==> src/rtl/active_list_commit_pkg.sv <==
// Shared types and constants for the active list: sizes, writeback flag positions,
// the per-entry payload and the writeback packet layout.
package active_list_commit_pkg;

    localparam int AL_DEPTH    = 32;
    localparam int AL_LOG      = 5;
    localparam int WB_LANES    = 4;
    localparam int WB_FLAGS    = 2;
    localparam int PHY_LOG     = 7;
    localparam int LOG_REG_LOG = 5;

    localparam int WB_FLAG_CTRL = 0;
    localparam int WB_FLAG_EXC  = 1;

    localparam int PKT_W   = AL_LOG + WB_FLAGS;
    localparam int ENTRY_W = LOG_REG_LOG + PHY_LOG;

    typedef struct packed {
        logic [LOG_REG_LOG-1:0] log_dest;
        logic [PHY_LOG-1:0]     phy_dest;
    } al_entry_t;

    typedef struct packed {
        logic [AL_LOG-1:0]   index;
        logic [WB_FLAGS-1:0] flags;
    } wb_packet_t;

    // True when idx lies in the occupied window [head, head + count).
    function automatic logic al_in_range(input logic [AL_LOG-1:0] idx,
                                         input logic [AL_LOG-1:0] head_idx,
                                         input logic [AL_LOG:0]   count);
        logic [AL_LOG-1:0] offset;
        offset = idx - head_idx;
        return {1'b0, offset} < count;
    endfunction

endpackage

==> src/rtl/active_list_commit_al_payload_ram.sv <==
// Active-list payload storage: one write port at the tail, two asynchronous
// read ports at head and head+1 for dual retirement.
module al_payload_ram
    import active_list_commit_pkg::*;
(
    input  logic               clk,
    input  logic               we,
    input  logic [AL_LOG-1:0]  waddr,
    input  logic [ENTRY_W-1:0] wdata,
    input  logic [AL_LOG-1:0]  raddr0,
    input  logic [AL_LOG-1:0]  raddr1,
    output logic [ENTRY_W-1:0] rdata0,
    output logic [ENTRY_W-1:0] rdata1
);

    logic [ENTRY_W-1:0] mem [AL_DEPTH];

    // NOTE: payload is not reset; an entry is only read after dispatch has written it.
    always_ff @(posedge clk) begin
        if (we) mem[waddr] <= wdata;
    end

    assign rdata0 = mem[raddr0];
    assign rdata1 = mem[raddr1];

endmodule

==> src/rtl/active_list_commit.sv <==
// Active list: tracks writeback completion and retires up to two instructions per
// cycle in order, flushing on a faulting head. Optional macro: AL_WB_CHECK_EN.
module active_list_commit
    import active_list_commit_pkg::*;
(
    input  logic                                clk,
    input  logic                                reset,
    input  logic                                dispatchValid_i,
    input  logic [LOG_REG_LOG-1:0]              dispatchLogDest_i,
    input  logic [PHY_LOG-1:0]                  dispatchPhyDest_i,
    output logic [AL_LOG-1:0]                   dispatchIndex_o,
    output logic                                alFull_o,
    input  logic [WB_LANES-1:0]                 wbValid_i,
    input  logic [WB_LANES*PKT_W-1:0]           wbPacket_i,
    input  logic [AL_LOG:0]                     ldViolation_i,
    output logic [1:0]                          commitValid_o,
    output logic [2*LOG_REG_LOG-1:0]            commitLogDest_o,
    output logic [2*PHY_LOG-1:0]                commitPhyDest_o,
    output logic                                flush_o,
    output logic [AL_LOG-1:0]                   flushIndex_o,
    output logic [AL_LOG:0]                     alCount_o
`ifdef AL_WB_CHECK_EN
    ,
    output logic                                wbError_o
`endif
);

    logic [AL_LOG:0]     head, tail, count, retire_n;
    logic [AL_LOG-1:0]   head_idx, head1_idx, tail_idx;
    logic [AL_DEPTH-1:0] done, exc, viol;
    logic                dispatch_ok, slot0, slot1, flush_cond;
    logic                ctrl_flags_unused;
    logic [WB_LANES-1:0] lane_in_range;
    wb_packet_t          pkt [WB_LANES];
    al_entry_t           rd0, rd1, wr_entry;

    assign head_idx  = head[AL_LOG-1:0];
    assign head1_idx = head_idx + 1'b1;
    assign tail_idx  = tail[AL_LOG-1:0];
    assign count     = tail - head;

    assign alFull_o        = (count == (AL_LOG+1)'(AL_DEPTH));
    assign alCount_o       = count;
    assign dispatchIndex_o = tail_idx;
    assign dispatch_ok     = dispatchValid_i & ~alFull_o;

    assign wr_entry.log_dest = dispatchLogDest_i;
    assign wr_entry.phy_dest = dispatchPhyDest_i;

    al_payload_ram u_payload (
        .clk    (clk),
        .we     (dispatch_ok),
        .waddr  (tail_idx),
        .wdata  (wr_entry),
        .raddr0 (head_idx),
        .raddr1 (head1_idx),
        .rdata0 (rd0),
        .rdata1 (rd1)
    );

    // NOTE: every variable gets a default first so the block never infers a latch.
    always_comb begin
        ctrl_flags_unused = 1'b0;
        lane_in_range     = '0;
        for (int k = 0; k < WB_LANES; k++) begin
            pkt[k]            = wb_packet_t'(wbPacket_i[k*PKT_W +: PKT_W]);
            lane_in_range[k]  = al_in_range(pkt[k].index, head_idx, count);
            ctrl_flags_unused = ctrl_flags_unused ^ pkt[k].flags[WB_FLAG_CTRL];
        end
    end

    // Retirement and flush are decided purely from registered state.
    assign slot0 = (count != '0) & done[head_idx] & ~exc[head_idx] & ~viol[head_idx];
    assign slot1 = slot0 & (count >= (AL_LOG+1)'(2))
                 & done[head1_idx] & ~exc[head1_idx] & ~viol[head1_idx];
    assign flush_cond = (count != '0)
                      & ((done[head_idx] & exc[head_idx]) | viol[head_idx]);
    assign retire_n = {{AL_LOG{1'b0}}, slot0} + {{AL_LOG{1'b0}}, slot1};

    // NOTE: non-blocking updates so every lane and the commit logic see pre-edge state.
    always_ff @(posedge clk) begin
        if (reset) begin
            head            <= '0;
            tail            <= '0;
            done            <= '0;
            exc             <= '0;
            viol            <= '0;
            commitValid_o   <= '0;
            commitLogDest_o <= '0;
            commitPhyDest_o <= '0;
            flush_o         <= 1'b0;
            flushIndex_o    <= '0;
        end else if (flush_cond) begin
            // Recovery empties the list; same-cycle dispatch and writeback are dropped.
            head          <= '0;
            tail          <= '0;
            done          <= '0;
            exc           <= '0;
            viol          <= '0;
            commitValid_o <= '0;
            flush_o       <= 1'b1;
            flushIndex_o  <= head_idx;
        end else begin
            flush_o         <= 1'b0;
            commitValid_o   <= {slot1, slot0};
            commitLogDest_o <= {rd1.log_dest, rd0.log_dest};
            commitPhyDest_o <= {rd1.phy_dest, rd0.phy_dest};
            head            <= head + retire_n;
            for (int k = 0; k < WB_LANES; k++) begin
                if (wbValid_i[k] && lane_in_range[k]) begin
                    done[pkt[k].index] <= 1'b1;
                    exc[pkt[k].index]  <= exc[pkt[k].index] | pkt[k].flags[WB_FLAG_EXC];
                end
            end
            if (ldViolation_i[AL_LOG]) viol[ldViolation_i[AL_LOG-1:0]] <= 1'b1;
            if (dispatch_ok) begin
                tail           <= tail + 1'b1;
                done[tail_idx] <= 1'b0;
                exc[tail_idx]  <= 1'b0;
                viol[tail_idx] <= 1'b0;
            end
        end
    end

`ifdef AL_WB_CHECK_EN
    logic wb_err_now;

    always_comb begin
        wb_err_now = 1'b0;
        for (int k = 0; k < WB_LANES; k++) begin
            if (wbValid_i[k]) begin
                if (!lane_in_range[k] || done[pkt[k].index]) wb_err_now = 1'b1;
                for (int j = 0; j < k; j++) begin
                    if (wbValid_i[j] && pkt[j].index == pkt[k].index) wb_err_now = 1'b1;
                end
            end
        end
    end

    always_ff @(posedge clk) begin
        if (reset)           wbError_o <= 1'b0;
        else if (wb_err_now) wbError_o <= 1'b1;
    end
`endif

endmodule

==> config.mk <==
export PLATFORM = sky130hd
export DESIGN_NAME = active_list_commit
export DESIGN_NICKNAME = d
export VERILOG_FILES = /design/src/rtl/active_list_commit_pkg.sv /design/src/rtl/active_list_commit_al_payload_ram.sv /design/src/rtl/active_list_commit.sv
export SDC_FILE = /design/constraint.sdc
export NUM_CORES = 1
export LEC_CHECK = 0
export CORE_ASPECT_RATIO = 1.5
export CORE_MARGIN = 3
export CORE_UTILIZATION = 31
export DETAILED_ROUTE_END_ITERATION = 8
export GPL_TIMING_DRIVEN = 0
export HOLD_SLACK_MARGIN = 0.03
export PLACE_DENSITY = 0.43
export SETUP_SLACK_MARGIN = 0.2
export SLEW_MARGIN = 20
export SYNTH_ARGS = -nofsm -noshare
export SYNTH_HDL_FRONTEND = slang
export SYNTH_SLANG_ARGS = --single-unit
==> constraint.sdc <==
create_clock -name clk -period 7.2 [get_ports clk]
set_input_delay 1.44 -clock clk [delete_from_list [all_inputs] [get_ports clk]]
set_output_delay 1.44 -clock clk [all_outputs]
set_load 0.02 [all_outputs]
==> results.md <==
* TritonCTS clock tree: done
* Finish-stage setup viols at 0
* Synthesized cell area at 29270 um2
* Adder-Cell Fraction of Synth Area at 0.02094
* Core footprint at 93250 um2
* Total track usage at 0.3214
* Max VDD drop at 0.0003188 V
* EDFF count, synth at 384
* Crit path max-delay family: buffers and inverters
* Synth Warn # at 0
* Power Dens Cells at 215.6 nW/um2
* Remaining global-route overflow at 0
* Number of DRC markers in iteration 0 at 2404
* Via count at 23300
* Fin area at 34420 um2
* WL/cell at 43.11 um
* DR vias/cell at 6.274
* Hpwl dp at 125.6 mm
* Simple-Gate Fraction of Synth Area at 0.09130
* First-pass GRT wire length at 212.9 mm
* Synthesized Nets at 2323
* Fraction of registers with async set/reset at 0
* # hold bufs at CTS at 0
* Critical Path Stages at 12
* Initial core utilization at 0.3139
* Worst path slowest cell: clkbuf_1
* Leakage at 10.53 nW
* Largest family of logic cells by synthesized area: multiplexers
* Worst setup EP type: output port
* Slew margin rel. at 0.1563
* CTS buffer count at 55
* Crit-path cells: clkbuf_2, clkinv_2, clkbuf_1, ha_1, and2_1, o21ai_0, o21ai_0, nor2_4, clkbuf_2, clkbuf_2, nor2_1, clkdlybuf4s50_1
* Final Cycle Share at 0.9658
* Area occupied by registers at 14330 um2
* Arr. time, crit path at 5510 ps
* Final #Nets at 2509
* Primary FF master, synth: edfxtp_1
* Worst skew pair latency at 650 ps
* Setup CP Type: register to output port
* Worst Hold Path Cells at 2
* Vias in the first global route at 23930
* Final critical-path required period at 6954 ps
* Layout area overhead at 17.57%
* Post-Synth XOR/XNOR Area at 0.01073
* Worst path most repeated cell: clkbuf_2
* R2R depth at 13
* GP Congestion at 0.9550
* Multi-input gate area at 14330 um2
* Buffers and inverters on the worst path at 6
* Final Max Tran Viols at 0
* Critical path required time at 5760 ps
* # rows at 137
* IO Count at 97
* Largest net degree at the start of global routing at 33
* Post-DRT Antenna Nets at 0
* RSZ-0062 raised after global routing: yes
* Mux cell area share after synthesis at 0.2407
* Clk root buf: clkbuf_16
* Mean Syn Cell Area at 13.14 um2
* First-pass DRT Iterations at 8
* CP max FO at 10
* Status: complete, no violations
* Library cells used by synthesis at 79
* Die area at 98230 um2
* Post-Route WL at 160.1 mm
* Share of layout cells above drive strength 1 at 0.2390
* Commonest non-fill, non-tap cells in the layout: edfxtp_1 (384), mux4_2 (285), nor2_1 (159)
* CTS sink cnt at 524
* Min-Delay Path Class: register to register
* Compound-cell area share of the yosys netlist at 0.1166
* Chip Width at 256.9 um
* Setup TNS at 0 ps
* Vert. Die Dim at 382.4 um
* Post-Route Skew at 31.86 ps
* H-tree depth at 2
* Number of remaining DRC errors at 0
* Slowest Stage Delay on Critical Path at 780 ps
* Yosys reg bits at 524
* Seq/Total Area, Yosys at 0.4897
* CTS max path bufs at 3
* Filler instances at 9158
* Worst-path clk slew at 60 ps
* Post-synthesis instance total at 2228
* Worst-Margin Slew at 1266 ps
* Max-cap violations at 0
* Antenna violations before repair at 5
* Most common cell after layout, fill and taps aside: edfxtp_1
* Peak Freq at 143.8 MHz
* Final core occ at 0.3691
* Crit start category: register
* Port bufs at 86
* Final hold violations at 0
* Area post-placement at 32380 um2
[synth_stat cells, drive strengths merged (11+ instances only)]
library cell    n  share of area
a21o           11         0.0028
nand2b         23         0.0049
edfxtp        384           0.39
xor2           15         0.0045
mux2i          57          0.019
nor2          194          0.025
nor2b          13         0.0028
or2            14         0.0030
nand4          21         0.0045
o221ai         23         0.0069
a22oi          15         0.0038
a21oi         109          0.019
nand2         146          0.019
nand3          48         0.0082
a31oi          37         0.0079
clkbuf        106          0.014
o211ai         29         0.0074
and3           28         0.0060
xnor2          20         0.0062
a32oi          13         0.0039
a211oi         70          0.018
dfxtp         140          0.096
a221oi         16         0.0048
a311oi         22         0.0066
o21ai          60          0.010
mux4          285           0.22
ha             37          0.016
nor3           37         0.0063
inv            41         0.0053
buf            65          0.011
[area by class of cell]
type / instances / share of cell area
timing repair buffer: 129 / 0.03868
tap: 1251 / 0.04548
inverter: 43 / 0.004944
antenna: 3 / 0.0002181
multi-input combinational: 1490 / 0.4164
sequential: 524 / 0.4165
clock inverter: 32 / 0.01149
buffer: 171 / 0.02221
clock buffer: 71 / 0.04413
[flip-flops by register name, indices dropped and copies added (netlist names)]
signal / cells
commitPhyDest_o: 14
head: 6
commitValid_o: 2
done: 32
flush_o: 1
flushIndex_o: 5
exc: 32
commitLogDest_o: 10
viol: 32
tail: 6
u_payload.mem: 384
[kinds of logic (layout without fill, tap and decap cells)]
group,count (synthesis),in the layout
AOI/OAI and AO/OA,491,491
xor gates and xnor gates,35,35
adders and majority gates,47,47
buffers and inverters,214,446
DFF,524,524
muxes,347,347
other,0,3
and+or+nand+nor,570,570
[tightest hold or removal path, delay by kind of cell, from the launching register on]
family / cells / cell delay (ps)
compound gates: 1 / 50
flops: 1 / 310
simple gates: 1 / 50
[through the flow]
stage / total power [mW] / hold slack (ps) / setup slack (ps) / std cells
after CTS: 7.444 / 464.3 / 222.6 / 3708
after detailed placement: 4.373 / 455.7 / -730.2 / 3603
after global placement: 4.350 / 457.2 / -5586 / 3565
after global routing: 7.594 / 480.0 / 138.9 / 3712
after floorplan: 3.791 / 444.7 / 1712 / 2228
final: 7.422 / 460.5 / 246.0 / 3714
[timing repair]
action | 4_1_cts | 5_1_grt
endpoints found under the setup margin | 69 | 17
pin swaps | 0 | 1
buffers inserted | 2 | 3
resized for setup | 15 | 2
gates cloned | 0 | 0
[path summary, 6_finish.rpt]
check | from | end | slack, ps
max reg2reg | head[4] | u_payload.mem[27][7] | 490
min | flushIndex_o[2] | flushIndex_o[2] | 460
min reg2reg | flushIndex_o[2] | flushIndex_o[2] | 460
max | head[4] | alFull_o | 250
[report_power, final]
| group | internal (mW) | switching (mW) |
|---|---|---|
| combinational | 0.264 | 0.745 |
| clock | 1.75 | 1.33 |
| sequential | 3.28 | 0.0534 |
[metal layers]
layer | track usage | wire length (um)
met5 | 0 | 0
met4 | 0.2943 | 18480
met3 | 0.03322 | 7536
met2 | 0.5852 | 82910
met1 | 0.3205 | 51180
Note: power is estimated with default switching activity, not from simulation.
